### src/rtl/traffic_light_monitor.sv
// rtl/traffic_light_monitor.sv - seven-segment light decoder, settle filter and safety/sequence checker

module tlm_settle_filter #(
  parameter int W      = 2,
  parameter int SETTLE = 2
) (
  input  logic         clk_27,
  input  logic         not_reset,
  input  logic [W-1:0] raw,
  output logic [W-1:0] accepted
);

  // Earlier samples that must all equal the current one (SETTLE must be >= 2).
  localparam int HD = SETTLE - 1;

  logic [W-1:0] hist [HD];
  logic         stable;

  // Raw value is stable once it matches every remembered earlier sample.
  always_comb begin
    stable = 1'b1;
    for (int j = 0; j < HD; j++) begin
      if (hist[j] != raw) stable = 1'b0;
    end
  end

  // Shift the history and accept the raw value after SETTLE equal cycles.
  always_ff @(posedge clk_27) begin
    if (!not_reset) begin
      for (int j = 0; j < HD; j++) hist[j] <= '0;
      accepted <= '0;
    end else begin
      hist[0] <= raw;
      for (int j = 1; j < HD; j++) hist[j] <= hist[j-1];
      if (stable) accepted <= raw;
    end
  end

endmodule

module traffic_light_monitor #(
  parameter int         SETTLE    = 2,
  parameter int         MIN_AMBER = 3,
  parameter logic [6:0] WALK_PAT  = 7'h0C
) (
  input  logic       clk_27,
  input  logic       not_reset,
  input  logic       tick,
  input  logic       clear_errors,
  input  logic [6:0] north_traffic_hex,
  input  logic [6:0] south_hex,
  input  logic [6:0] east_light_hex,
  input  logic [6:0] west_light_hex,
  input  logic [6:0] north_walk_hex,
  input  logic [6:0] south_walk_hex,
  input  logic [6:0] east_walk_hex,
  input  logic [6:0] west_walk_hex,
  output logic [7:0] light_state,
  output logic       left_arrow_on,
  output logic [5:0] error_flags,
  output logic       test_error,
  output logic [2:0] first_error,
  output logic [7:0] error_count
);

  typedef enum logic [1:0] {
    RED     = 2'b00,
    AMBER   = 2'b01,
    GREEN   = 2'b10,
    INVALID = 2'b11
  } light_t;

  // Only seg0 lit: the input registers restart from an all-RED, no-walk picture.
  localparam logic [6:0] RED_PAT     = 7'h7E;
  localparam logic [7:0] MIN_AMBER_C = 8'(MIN_AMBER);

  // Index 0..3 = N, S, E, W throughout.
  logic [3:0][6:0] light_hex_q;
  logic [3:0][6:0] walk_hex_q;
  logic [3:0][1:0] light_raw;
  logic [3:0][1:0] light_raw_q;
  logic [3:0][1:0] light_acc;
  logic [3:0][1:0] light_prev;
  logic [3:0][7:0] amber_cnt;

  logic arrow_raw, arrow_raw_q, arrow_acc;
  logic ns_walk_raw, ns_walk_raw_q, ns_walk_acc;
  logic ew_walk_raw, ew_walk_raw_q, ew_walk_acc;

  logic       ns_busy, ew_busy;
  logic [5:0] viol;
  logic [2:0] first_code;
  logic       unused_segs;

  function automatic light_t decode_light(input logic [6:0] hex);
    case ({~hex[6], ~hex[3], ~hex[0]})
      3'b001:  decode_light = RED;
      3'b100:  decode_light = AMBER;
      3'b010:  decode_light = GREEN;
      default: decode_light = INVALID;
    endcase
  endfunction

  // Register every display bus once.
  always_ff @(posedge clk_27) begin
    if (!not_reset) begin
      light_hex_q <= {4{RED_PAT}};
      walk_hex_q  <= {4{RED_PAT}};
    end else begin
      light_hex_q <= {west_light_hex, east_light_hex, south_hex, north_traffic_hex};
      walk_hex_q  <= {west_walk_hex, east_walk_hex, south_walk_hex, north_walk_hex};
    end
  end

  // Decode registered segments into raw light, arrow and walk values.
  always_comb begin
    for (int i = 0; i < 4; i++) light_raw[i] = decode_light(light_hex_q[i]);
    arrow_raw   = ~light_hex_q[1][2] | ~light_hex_q[1][1];
    ns_walk_raw = (walk_hex_q[0] == WALK_PAT) | (walk_hex_q[1] == WALK_PAT);
    ew_walk_raw = (walk_hex_q[2] == WALK_PAT) | (walk_hex_q[3] == WALK_PAT);
  end

  // Segments that carry no light meaning for the checker.
  assign unused_segs = ^{light_hex_q[0][5:4], light_hex_q[0][2:1],
                         light_hex_q[1][5:4],
                         light_hex_q[2][5:4], light_hex_q[2][2:1],
                         light_hex_q[3][5:4], light_hex_q[3][2:1]};

  // Register the raw decode so it reaches the filters from a flop.
  always_ff @(posedge clk_27) begin
    if (!not_reset) begin
      light_raw_q   <= '0;
      arrow_raw_q   <= 1'b0;
      ns_walk_raw_q <= 1'b0;
      ew_walk_raw_q <= 1'b0;
    end else begin
      light_raw_q   <= light_raw;
      arrow_raw_q   <= arrow_raw;
      ns_walk_raw_q <= ns_walk_raw;
      ew_walk_raw_q <= ew_walk_raw;
    end
  end

  for (genvar i = 0; i < 4; i++) begin : g_light_filter
    tlm_settle_filter #(.W(2), .SETTLE(SETTLE)) u_filter (
      .clk_27    (clk_27),
      .not_reset (not_reset),
      .raw       (light_raw_q[i]),
      .accepted  (light_acc[i])
    );
  end

  tlm_settle_filter #(.W(1), .SETTLE(SETTLE)) u_arrow_filter (
    .clk_27    (clk_27),
    .not_reset (not_reset),
    .raw       (arrow_raw_q),
    .accepted  (arrow_acc)
  );

  tlm_settle_filter #(.W(1), .SETTLE(SETTLE)) u_ns_walk_filter (
    .clk_27    (clk_27),
    .not_reset (not_reset),
    .raw       (ns_walk_raw_q),
    .accepted  (ns_walk_acc)
  );

  tlm_settle_filter #(.W(1), .SETTLE(SETTLE)) u_ew_walk_filter (
    .clk_27    (clk_27),
    .not_reset (not_reset),
    .raw       (ew_walk_raw_q),
    .accepted  (ew_walk_acc)
  );

  // Remember the previous accepted state and time each amber phase in ticks.
  always_ff @(posedge clk_27) begin
    if (!not_reset) begin
      light_prev <= '0;
      amber_cnt  <= '0;
    end else begin
      light_prev <= light_acc;
      for (int l = 0; l < 4; l++) begin
        if (light_acc[l] == AMBER && light_prev[l] != AMBER) begin
          amber_cnt[l] <= '0;
        end else if (light_acc[l] == AMBER && tick && amber_cnt[l] != 8'hFF) begin
          amber_cnt[l] <= amber_cnt[l] + 8'd1;
        end
      end
    end
  end

  // Evaluate every safety and sequencing rule on accepted values.
  always_comb begin
    viol    = '0;
    ns_busy = (light_acc[0] != RED) || (light_acc[1] != RED);
    ew_busy = (light_acc[2] != RED) || (light_acc[3] != RED);
    viol[0] = ns_busy && ew_busy;
    for (int l = 0; l < 4; l++) begin
      if ((light_prev[l] == GREEN && light_acc[l] == RED)   ||
          (light_prev[l] == RED   && light_acc[l] == AMBER) ||
          (light_prev[l] == AMBER && light_acc[l] == GREEN)) begin
        viol[1] = 1'b1;
      end
      if (light_prev[l] == AMBER && light_acc[l] == RED && amber_cnt[l] < MIN_AMBER_C) begin
        viol[2] = 1'b1;
      end
      if (light_acc[l] == INVALID) viol[5] = 1'b1;
    end
    viol[3] = (ns_walk_acc && (light_acc[2] != RED || light_acc[3] != RED)) ||
              (ew_walk_acc && (light_acc[0] != RED || light_acc[1] != RED));
    viol[4] = arrow_acc && (light_acc[0] != RED || light_acc[2] != RED || light_acc[3] != RED);
  end

  // Lowest violated bit wins when several rules break together.
  always_comb begin
    first_code = '0;
    for (int b = 5; b >= 0; b--) begin
      if (viol[b]) first_code = 3'(b + 1);
    end
  end

  // Sticky flags, first-error capture and saturating violation count.
  always_ff @(posedge clk_27) begin
    if (!not_reset) begin
      error_flags <= '0;
      first_error <= '0;
      error_count <= '0;
    end else if (clear_errors) begin
      error_flags <= '0;
      first_error <= '0;
      error_count <= '0;
    end else if (|viol) begin
      error_flags <= error_flags | viol;
      if (error_flags == 6'h00) first_error <= first_code;
      if (error_count != 8'hFF) error_count <= error_count + 8'd1;
    end
  end

  assign light_state   = {light_acc[0], light_acc[1], light_acc[2], light_acc[3]};
  assign left_arrow_on = arrow_acc;
  assign test_error    = |error_flags;

endmodule
### config.mk
export PLATFORM = sky130hd
export DESIGN_NAME = traffic_light_monitor
export DESIGN_NICKNAME = d
export VERILOG_FILES = /design/src/rtl/traffic_light_monitor.sv
export SDC_FILE = /design/constraint.sdc
export NUM_CORES = 1
export LEC_CHECK = 0
export CAP_MARGIN = 20
export CORE_MARGIN = 10
export CORE_UTILIZATION = 40
export CTS_CLUSTER_DIAMETER = 40
export DETAILED_ROUTE_END_ITERATION = 16
export GPL_ROUTABILITY_DRIVEN = 0
export PLACE_DENSITY = 0.61
export REMOVE_ABC_BUFFERS = 1
export SETUP_SLACK_MARGIN = 0.4
export SYNTH_ARGS = -nofsm -noshare
export SYNTH_HDL_FRONTEND = slang
export SYNTH_SLANG_ARGS = --single-unit
### constraint.sdc
create_clock -name clk_27 -period 2.8 [get_ports clk_27]
set_input_delay 0.28 -clock clk_27 [delete_from_list [all_inputs] [get_ports clk_27]]
set_output_delay 0.28 -clock clk_27 [all_outputs]
set_load 0.05 [all_outputs]
# Word-level counts from Yosys, hierarchy flattened

Memory sizes are Yosys's and may differ from the RTL's.
Cells that the tools add are included.

Word-level logic and storage cells: 236
Latch bits: 0
Memories kept: 7
ROM bits: 0
RAM bits: 11
Register bits: 135

Multipliers: 0
Reduce and logical (&&, ||, !) cells: 78
Divide/modulo/power cells: 0
Eq/ne operators: 52
Order comparisons: 4
$add $sub $neg: 5
Bitwise gates (word level): 19
Shift-type cells: 0
Multiplexer cells: 38

Memories:

| name                            | depth | bits a word | rd ports | clocked after Yosys merged registers in | write ports | RTL line | RTL |
|---|---|---|---|---|---|---|---|
| g_light_filter[0].u_filter.hist | 1     | 2           | 1        | 0                                       | 1           | 16       | `logic [W-1:0] hist [HD];` |
| g_light_filter[1].u_filter.hist | 1     | 2           | 1        | 0                                       | 1           | 16       |  |
| g_light_filter[2].u_filter.hist | 1     | 2           | 1        | 0                                       | 1           | 16       |  |
| g_light_filter[3].u_filter.hist | 1     | 2           | 1        | 0                                       | 1           | 16       |  |
| u_arrow_filter.hist             | 1     | 1           | 1        | 0                                       | 1           | 16       |  |
| u_ew_walk_filter.hist           | 1     | 1           | 1        | 0                                       | 1           | 16       |  |
| 1 more memories                 | --    | --          | --       | --                                      | --          | --       |  |

Operators with widths:

| cell                  | number |
|---|---|
| $add A8 B1 Y8 const B | 5 |
| $ne A8 B8 Y1 const B  | 5 |
| $logic_and A1 B1 Y1   | 36 |
| $lt A8 B2 Y1 const B  | 4 |
| $eq A7 B4 Y1 const B  | 4 |
| $eq A2 B2 Y1 const B  | 12 |
| $mux W1               | 24 |
| $pmux W2 S3           | 4 |
| $mux W3               | 6 |
| $reduce_or A2 Y1      | 9 |
| $eq A2 B1 Y1 const B  | 8 |
| $logic_not A2 Y1      | 8 |
| $not A1 Y1            | 15 |
| $logic_or A1 B1 Y1    | 13 |
| $eq A3 B1 Y1 const B  | 4 |
| $eq A3 B2 Y1 const B  | 4 |
| $eq A3 B3 Y1 const B  | 4 |
| $reduce_or A6 Y1      | 2 |
| $mux W2               | 4 |
| $ne A2 B1 Y1 const B  | 4 |
| $ne A2 B2 Y1          | 4 |
| $reduce_bool A2 Y1    | 4 |
| $logic_not A6 Y1      | 1 |
| $or A6 B6 Y6          | 1 |
| other kinds (4)       | 11 |

# Longest topological paths before layout

Depth in word-level cells: 11
Gate-level depth with buffers: 8
Depth with buffers taken out: 7

# Cells and area by module

From an unflattened synthesis, not the netlist that was laid out.

Cell total of the unflattened synthesis: 523
Area, all modules: 5141.2 µm²

Modules (own cells, without submodules):

| module                                              | instances | sequential area each (µm²) | cells an instance | area an instance (µm²) |
|---|---|---|---|---|
| traffic_light_monitor                               | 1         | 2202.1                     | 441               | 4272.8 |
| tlm_settle_filter at g_light_filter[0].u_filter ... | 4         | 80.1                       | 16                | 166.4 |
| tlm_settle_filter at u_arrow_filter ...             | 3         | 40.0                       | 6                 | 67.6 |

# Worst setup path after synthesis

OpenSTA, ideal clock, no wires.

Kind: register -> register
From: reg g_light_filter[1].u_filter.accepted[0]
To: reg error_count[0]
Data arrival time: 2186 ps
Stages on the path, launching flop included: 9
Data required time: 2671 ps
Path slack: 485 ps
Cells stage by stage: dfxtp_1 > buf_4 > or4_1 > a22oi_4 > nand4b_4 > o31ai_4 > buf_6 > xor2_1 > nor2_1

Word-level cells in the longest chain between the ends: 9
Elaborated cells between the ends (all ways): 27
Those cells by class: 3 x eq/ne; 9 x mux; 15 x reduce/logical

RTL lines:

| element                                          | RTL line      | RTL |
|---|---|---|
| start, declared                                  | 10            | `output logic [W-1:0] accepted` |
| start signal, assigned                           | 35            | `if (stable) accepted <= raw;` |
| $eq A2 B1 Y1 or $logic_not A2 Y1 (tied branches) | 199, 198, 203 |  |
| $logic_and A1 B1 Y1, on equally long branches    | 199, 198      |  |
| $logic_or A1 B1 Y1                               | 198           | `if ((light_prev[l] == GREEN && light_acc[l] == RED) \|\|` |
| $logic_or A1 B1 Y1                               | 199           | `(light_prev[l] == RED && light_acc[l] == AMBER) \|\|` |
| $mux W1 (3 in series)                            | 198           |  |
| $reduce_or A6 Y1 *                               | 231           | `end else if (\|viol) begin` |
| $reduce_and A2 Y1 (no line) *                    | --            |  |
| end signal, assigned                             | 234           | `if (error_count != 8'hFF) error_count <= error_count + 8'd1;` |
| end, declared                                    | 63            | `output logic [7:0] error_count` |

Mark *: on every way between the ends. The rest lies on a longest branch, timed or not.
A chain may end at the register's enable or synchronous reset.

# Final worst setup path

From: reg g_light_filter[0].u_filter.accepted[1]
To: reg error_count[0]

Word-level cells in the longest chain between the ends: 10
Elaborated cells between the ends (all ways): 33
Those cells by class: 3 x eq/ne; 12 x mux; 18 x reduce/logical

RTL lines:

| element                                          | RTL line |
|---|---|
| start, declared                                  | 10 |
| start signal, assigned                           | 35 |
| $eq A2 B1 Y1 or $logic_not A2 Y1 (tied branches) | 199, 198, 203 |
| $logic_and A1 B1 Y1, on equally long branches    | 199, 198 |
| $logic_or A1 B1 Y1                               | 198 |
| $logic_or A1 B1 Y1                               | 199 |
| $mux W1 (4 in series)                            | 198 |
| $reduce_or A6 Y1 *                               | 231 |
| $reduce_and A2 Y1 (no line) *                    | -- |

Marked as above.

==> flow_summary.yaml <==
sta:
  finalCritPeriodShare_pct: 81.8
  maxSlewHeadroom_pct: 32.1
  final_hold_viol_count: 0
  finalSetupTns_ps: 0
  skew_ps: 7.96
  fmax_mhz: 436
  period_minus_slack_ps: 2290
  finalSetupViolCount: 0
  finalMaxSlewViolations: 0
  rsz0062_at_grt: "false"
  tightest_slew_ps: 1010
detailed_routing:
  ant_nets: 0
  vias: 3927
  drt_first_pass_iters: 4
  routed_wl_um: 10600
  drcViolationCount: 0
  drt-initial-drc-count: 230
  wl_per_cell_um: 13.2
  via_per_inst: 4.89
worst_setup_path:
  startpoint_type: "flip-flop"
  cp.arrival_ps: 2570
  crit_chain: "or4_1, a22oi_4, nand4b_4, o31ai_4, buf_12, xor2_1, nor2_1"
  critPathRequiredTime_ps: 3070
  slowest_delay_ps: 610
  critical-path-top-delay-family: "simple AND/OR/NAND/NOR gates"
  crit_type: "flip-flop to flip-flop"
  crit_fanout: 12
  cp-end-kind: "flip-flop"
  cp_slowest_cell: "or4_1"
  crit_buf_inv: 1
worst_hold_path:
  hold_class: "flip-flop to flip-flop"
finish:
  fillers: 1155
  area_growth_pct: 28.1
  diodes: 0
  nets: 685
  drive_above_1_share_pct: 6.66
clock_tree:
  cts_tree: "yes"
  cts_resized: 0
  cts_root_buf: "clkbuf_16"
  post_cts_buffers: 0
  clk_latency_ps: 410
  clock_sinks: 132
  clk_pin_slew_ps: 60
  cts_buffers: 17
  htreeDepth: 4
  hold_buffers: 0
  clockBufferDepth: 2
status:
  status: "complete, no violations"
logic_synthesis:
  synth_area_leaders: "dfxtp_1 51%, nand2b_1 5.1%, xor2_1 4.1%"
  yosys-top-cells-count: "132 x dfxtp_1, 55 x nor2_1, 42 x nand2b_1"
  synth_cell_types: 46
  synth_edf_count: 0
  syn_area_mm2: 0.00517
  ys.warnings.count: 0
  synth_top_area_share_pct: 51.1
  ys_ff_latch: 132
  synth_area_per_cell_um2: 9.58
  yosysMostFrequentCell: "dfxtp_1"
  synth-async-reset-ratio_pct: 0
  yosysTopAreaCell: "dfxtp_1"
  syn_inst: 540
  ys.flop_type: "dfxtp_1"
  synth_sequential_area_ratio_pct: 51.1
floorplanning:
  row_count: 41
  coreArea_mm2: 0.0126
  io-pin-count: 87
  start_util_pct: 41.0
  die-area_mm2: 0.0179
  chipHeight_um: 134
  die_w_um: 134
placement:
  portBuffers: 72
  dpl.hpwl_um: 7610
power:
  power.leakage_nw: 2.51
  powerDensity_mw_per_mm2: 652
  finalPower_mw: 4.32
  peakVddDrop_mv: 0.364
global_routing:
  antenna_found_initial: 0
  grt_pass1_vias: 3743
  grt_max_degree: 69
  grt_usage_pct: 11.9
  grt_overflow: 0
  grt_pass1_wl_um: 17400
job:
  drv_cap: 0
-- metrics by stage --
step	instance area (um^2)	setup slack [ps]	hold WS (ps)	utilization, %	std cells
3_5_place_dp	6060	479	407	48.0	772
4_1_cts	6610	466	408	52.3	802
3_3_place_gp	6060	530	413	48.0	772
2_1_floorplan	5090	469	353	-	523
6_report	6630	508	422	52.5	803
5_1_grt	6630	401	417	52.5	803
-- cells in the final DEF (no fill, tap or decap), types with 5 or more instances in the layout --
| cell type | instances |
|---|---|
| dfxtp_1 | 132 |
| clkdlybuf4s50_1 | 71 |
| nor2_1 | 55 |
| nand2b_1 | 42 |
| and2_1 | 28 |
| nand2_1 | 24 |
| xor2_1 | 24 |
| nand3_1 | 20 |
| a21oi_1 | 19 |
| xnor2_1 | 18 |
| nor2b_1 | 17 |
| clkbuf_16 | 17 |
| a21boi_0 | 14 |
| inv_1 | 13 |
| nand4_1 | 13 |
| o21ai_0 | 12 |
| or3_1 | 11 |
| nor3_1 | 10 |
| a22oi_1 | 9 |
| o21ai_1 | 7 |
| and3_1 | 6 |
| a21o_1 | 6 |
| nor4_1 | 5 |
| ha_1 | 5 |
| buf_4 | 5 |
-- state kept, by name (all words and copies together), names as in the netlist --
register and count:
arrow_raw_q 1, error_count 8, error_flags 6, ew_walk_raw_q 1, u_ew_walk_filter.hist 1, light_prev 8
light_hex_q 14, ns_walk_raw_q 1, g_light_filter.u_filter.accepted 8, u_ns_walk_filter.hist 1, u_arrow_filter.accepted 1, u_ns_walk_filter.accepted 1
g_light_filter.u_filter.hist 8, walk_hex_q 28, light_raw_q 8, u_ew_walk_filter.accepted 1, first_error 3, amber_cnt 32
u_arrow_filter.hist 1
-- per-layer routing --
| metal | wire [um] | part of all wire [%] | vias to the layer above | track usage (%) |
|---|---|---|---|---|
| met5 | 0 | 0 | - | 0 |
| met4 | 185 | 1.7 | 0 | 5.93 |
| met3 | 795 | 7.5 | 16 | 5.53 |
| met2 | 4640 | 44 | 102 | 18.0 |
| met1 | 5000 | 47 | 1793 | 13.8 |
| li1 | - | - | 2016 | - |
-- final cells by class --
type	instances	area, um^2	share of cell area [%]
clock inverter	10	111	1.68
multi-input combinational	378	2400	36.2
clock buffer	20	437	6.59
sequential	132	2640	39.9
inverter	13	48.8	0.736
timing repair buffer	78	773	11.7
tap	172	215	3.25
-- worst register-to-register path, stage by stage (launching register included) --
cell and delay [ps]:
dfxtp_1 460, or4_1 610, a22oi_4 250, nand4b_4 170, o31ai_4 310, buf_12 160
xor2_1 150, nor2_1 50
-- report_power, final --
group	switching, mW	internal (mW)
clock	0.768	1.29
sequential	0.0375	1.94
combinational	0.134	0.152
total	0.939	3.38
-- path summary, 6_finish.rpt --
check                                                       from                          end  slack (ps)  cells after the start
max reg2reg  g_light_filter[0].u_filter.accepted[1]$_SDFFE_PN0N_  error_count[0]$_SDFFE_PP0P_         510                      7
min reg2reg                            light_hex_q[8]$_SDFF_PN1_       arrow_raw_q$_SDFF_PN0_         420                      1
min                                    light_hex_q[8]$_SDFF_PN1_       arrow_raw_q$_SDFF_PN0_         420                      1
max          g_light_filter[0].u_filter.accepted[1]$_SDFFE_PN0N_  error_count[0]$_SDFFE_PP0P_         510                      7
-- cell families after synthesis --
group,Yosys count,synth area share [%]
compound gates,88,12.2
xor+xnor,42,7.11
fa+ha+maj,5,1.21
buf+inv,30,2.56
flops,132,51.1
mux,4,0.774
simple gates,239,25.0
Power figures use the tool's default switching activity.
==> patch: new RTL, same flow settings <==
`SETTLE` is set to 2 in 2 places; all go to 4. Comments in the files are not updated.
--- a/src/rtl/traffic_light_monitor.sv
+++ b/src/rtl/traffic_light_monitor.sv
@@ -2,7 +2,7 @@
 
 module tlm_settle_filter #(
   parameter int W      = 2,
-  parameter int SETTLE = 2
+  parameter int SETTLE = 4
 ) (
   input  logic         clk_27,
   input  logic         not_reset,
@@ -39,7 +39,7 @@
 endmodule
 
 module traffic_light_monitor #(
-  parameter int         SETTLE    = 2,
+  parameter int         SETTLE    = 4,
   parameter int         MIN_AMBER = 3,
   parameter logic [6:0] WALK_PAT  = 7'h0C
 ) (
Formal check against the unedited RTL: not equivalent (Yosys sat finds a counterexample within 10 cycles, from zero or initial values and one cycle with not_reset low).
==> patch against the original RTL <==
Total power rose by 18%; maximum frequency rose by 1.2%; worst setup slack improved by 0.026 ns; routed wire length rose by 7.5%; combinational power rose by 73%; design area rose by 10%; critical path depth fell by 1; area after synthesis rose by 12%; sequential cell count rose by 22; sequential power rose by 18%.
==> patch: results (changes against the original RTL) <==
The total routed wirelength came to 11,420 um (+7.5%). The global routing usage on met3 came out at 4.462% (-1.1 points). The met1 demand-to-capacity share in global routing is 13.76% (-0.068 points).

The clock-pin slew of the registers on the worst-case setup and hold paths was 0.06 ns (about the same). The worst min-delay path category is input pin to register. The number of global-route vias before repair was 4,116 (+10%). The async set-reset flop share out of synthesis is 0% (unchanged). The worst max-slew margin expressed relative to the limit is 36.73% (+4.6 points). The share of final-layout standard cells stronger than drive strength 1 came out at 8.370% (+1.7 points). The number of detailed-route iterations in the first pass came to 4 (unchanged).

The number of antenna diodes is 0 (unchanged). The post-detailed-placement half-perimeter wirelength was 8173 um (+7.4%). The largest registers in the layout are amber_cnt x32, walk_hex_q x28, g_light_filter.u_filter.hist x24. The number of different library cells in the post-synthesis netlist is 51 (+11%). The sequential element share of the synthesized area came to 53.08% (+2.0 points). The largest net degree at the start of global routing is 111 (+61%).

The static leakage was 2.742 nW (+9.3%). The number of antenna violations at the first check in global routing came out at 0 (unchanged). The endpoint identified for the worst register-to-register timing path is error_count[6]. The flow ran to the end, and the final reports show no timing, DRC or antenna violations. The startpoint identified for the worst register-to-register timing path is g_light_filter[2].u_filter.accepted[0]. The arrival time of the worst setup path came out at 2.61 ns (+0.04 ns).

The worst supply voltage drop on vdd is 0.4678 mV (+29%). The global-route total usage across every layer is 11.74% (-0.13 points). The category of the critical setup timing path is register to register.

The via-per-instance ratio came out at 4.994 (+2.1%). The slack of the worst reg-to-reg path came to 0.53 ns (+0.03 ns). The clock skew is 0.007075 ns (-0.0008851 ns). The yosys synthesis warning count was 0 (unchanged). The met2 routing resource usage after global routing came to 18.69% (+0.74 points).

The violation count after the first detailed-route iteration came to 241 (+4.8%). The maximum net fanout on the critical path is 8 (-4). After synthesis, the most frequently instantiated cells are 154 x sky130_fd_sc_hd__dfxtp_1, 57 x sky130_fd_sc_hd__nor2_1, 48 x sky130_fd_sc_hd__and2_1. The worst-skew pair later-pin latency came out at 0.42 ns.

The cell depth of the worst flop-to-flop path is 6 (-1). Tracing the worst setup path back leads to its startpoint at g_light_filter[2].u_filter.accepted[0]. The count of nets after finishing came out at 734 (+7.2%). In this run the clock root is driven by a sky130_fd_sc_hd__clkbuf_16. After synthesis, the cell types taking the most area are sky130_fd_sc_hd__dfxtp_1 53%, sky130_fd_sc_hd__and2_1 5.2%, sky130_fd_sc_hd__nand2b_1 4.0%, sky130_fd_sc_hd__nor2_1 3.7%, sky130_fd_sc_hd__xor2_1 3.0%. The wire length of the first global-routing pass is 19,240 um (+11%).

The fill cell instance count of the final layout is 1,274 (+10%).
## patch: cell types whose count changed in the layout (fill, tap and decap cells not counted), sizes merged, moves of 5 or more
cell and delta:
and2 +23, dfxtp +22, or4 +11, nand4 +7, a21o -6, mux2i +6
xnor2 -6, clkbuf +5, nand2b -5
## patch: area by class of cell
class                      instances  share of cell area [%]
clock buffer                      25                   7.052
clock inverter                     6                   1.164
inverter                           9                  0.4622
multi-input combinational        408                   35.35
sequential                       154                   42.21
tap                              180                   3.081
timing repair buffer              79                   10.68
## patch: worst min-delay path by stage
stage	startpoint	endpoint	slack, ns	cells past startpoint
floorplan	not_reset	light_hex_q[10]	0.35	1
global placement	light_hex_q[8]	arrow_raw_q	0.40	1
detailed placement	light_hex_q[8]	arrow_raw_q	0.40	1
CTS	not_reset	light_hex_q[9]	0.37	3
global route	not_reset	walk_hex_q[22]	0.38	3
finish	not_reset	walk_hex_q[22]	0.38	3
## patch: timing repair
item / 4_1_cts / 5_1_grt
buffers inserted: 0 / 1
hold endpoints to repair: 0 / 0
endpoints found under the setup margin: 0 / 10
resized for setup: 0 / 4
## patch: metrics by stage
step / cells / setup WS, ns / util [%] / cell area (sq um) / power, W
floorplan: 571 / 0.07475 / - / 5688 / 0.002665
global placement: 829 / 0.4670 / 47.62 / 6686 / 0.002853
detailed placement: 829 / 0.4414 / 47.62 / 6686 / 0.002868
CTS: 860 / 0.4338 / 51.89 / 7287 / 0.005167
global route: 861 / 0.4147 / 52.05 / 7310 / 0.005309
finish: 861 / 0.5345 / 52.05 / 7310 / 0.005099
## patch: per-layer routing
layer	share of wire, %	vias up
met2	48	82
met3	5.5	16
met4	1.7	0
li1	-	2205
met1	45	1997
met5	0	-
## patch: report_power, final
group | internal, W | switching, W
combinational | 0.000226 | 0.000266
clock | 0.00145 | 0.000834
sequential | 0.00227 | 0.0000517
total | 0.00395 | 0.00115
## patch: critical path, cell delays in order (launching register included)
cell                      delay [ns]
sky130_fd_sc_hd__dfxtp_2        0.35
sky130_fd_sc_hd__or4_4          0.58
sky130_fd_sc_hd__a22oi_2        0.28
sky130_fd_sc_hd__nand3_2        0.12
sky130_fd_sc_hd__or4_4          0.57
sky130_fd_sc_hd__and4b_4        0.20
sky130_fd_sc_hd__nor3_2         0.08
## patch: cells by family after synthesis
kind of cell / Yosys count / synth area share [%]
DFF: 154 / 53.08
and+or+nand+nor: 280 / 27.36
xor gates and xnor gates: 32 / 4.826
buffers and inverters: 29 / 2.650
adders and majority gates: 5 / 1.077
AOI/OAI and AO/OA: 81 / 9.285
muxes: 10 / 1.723
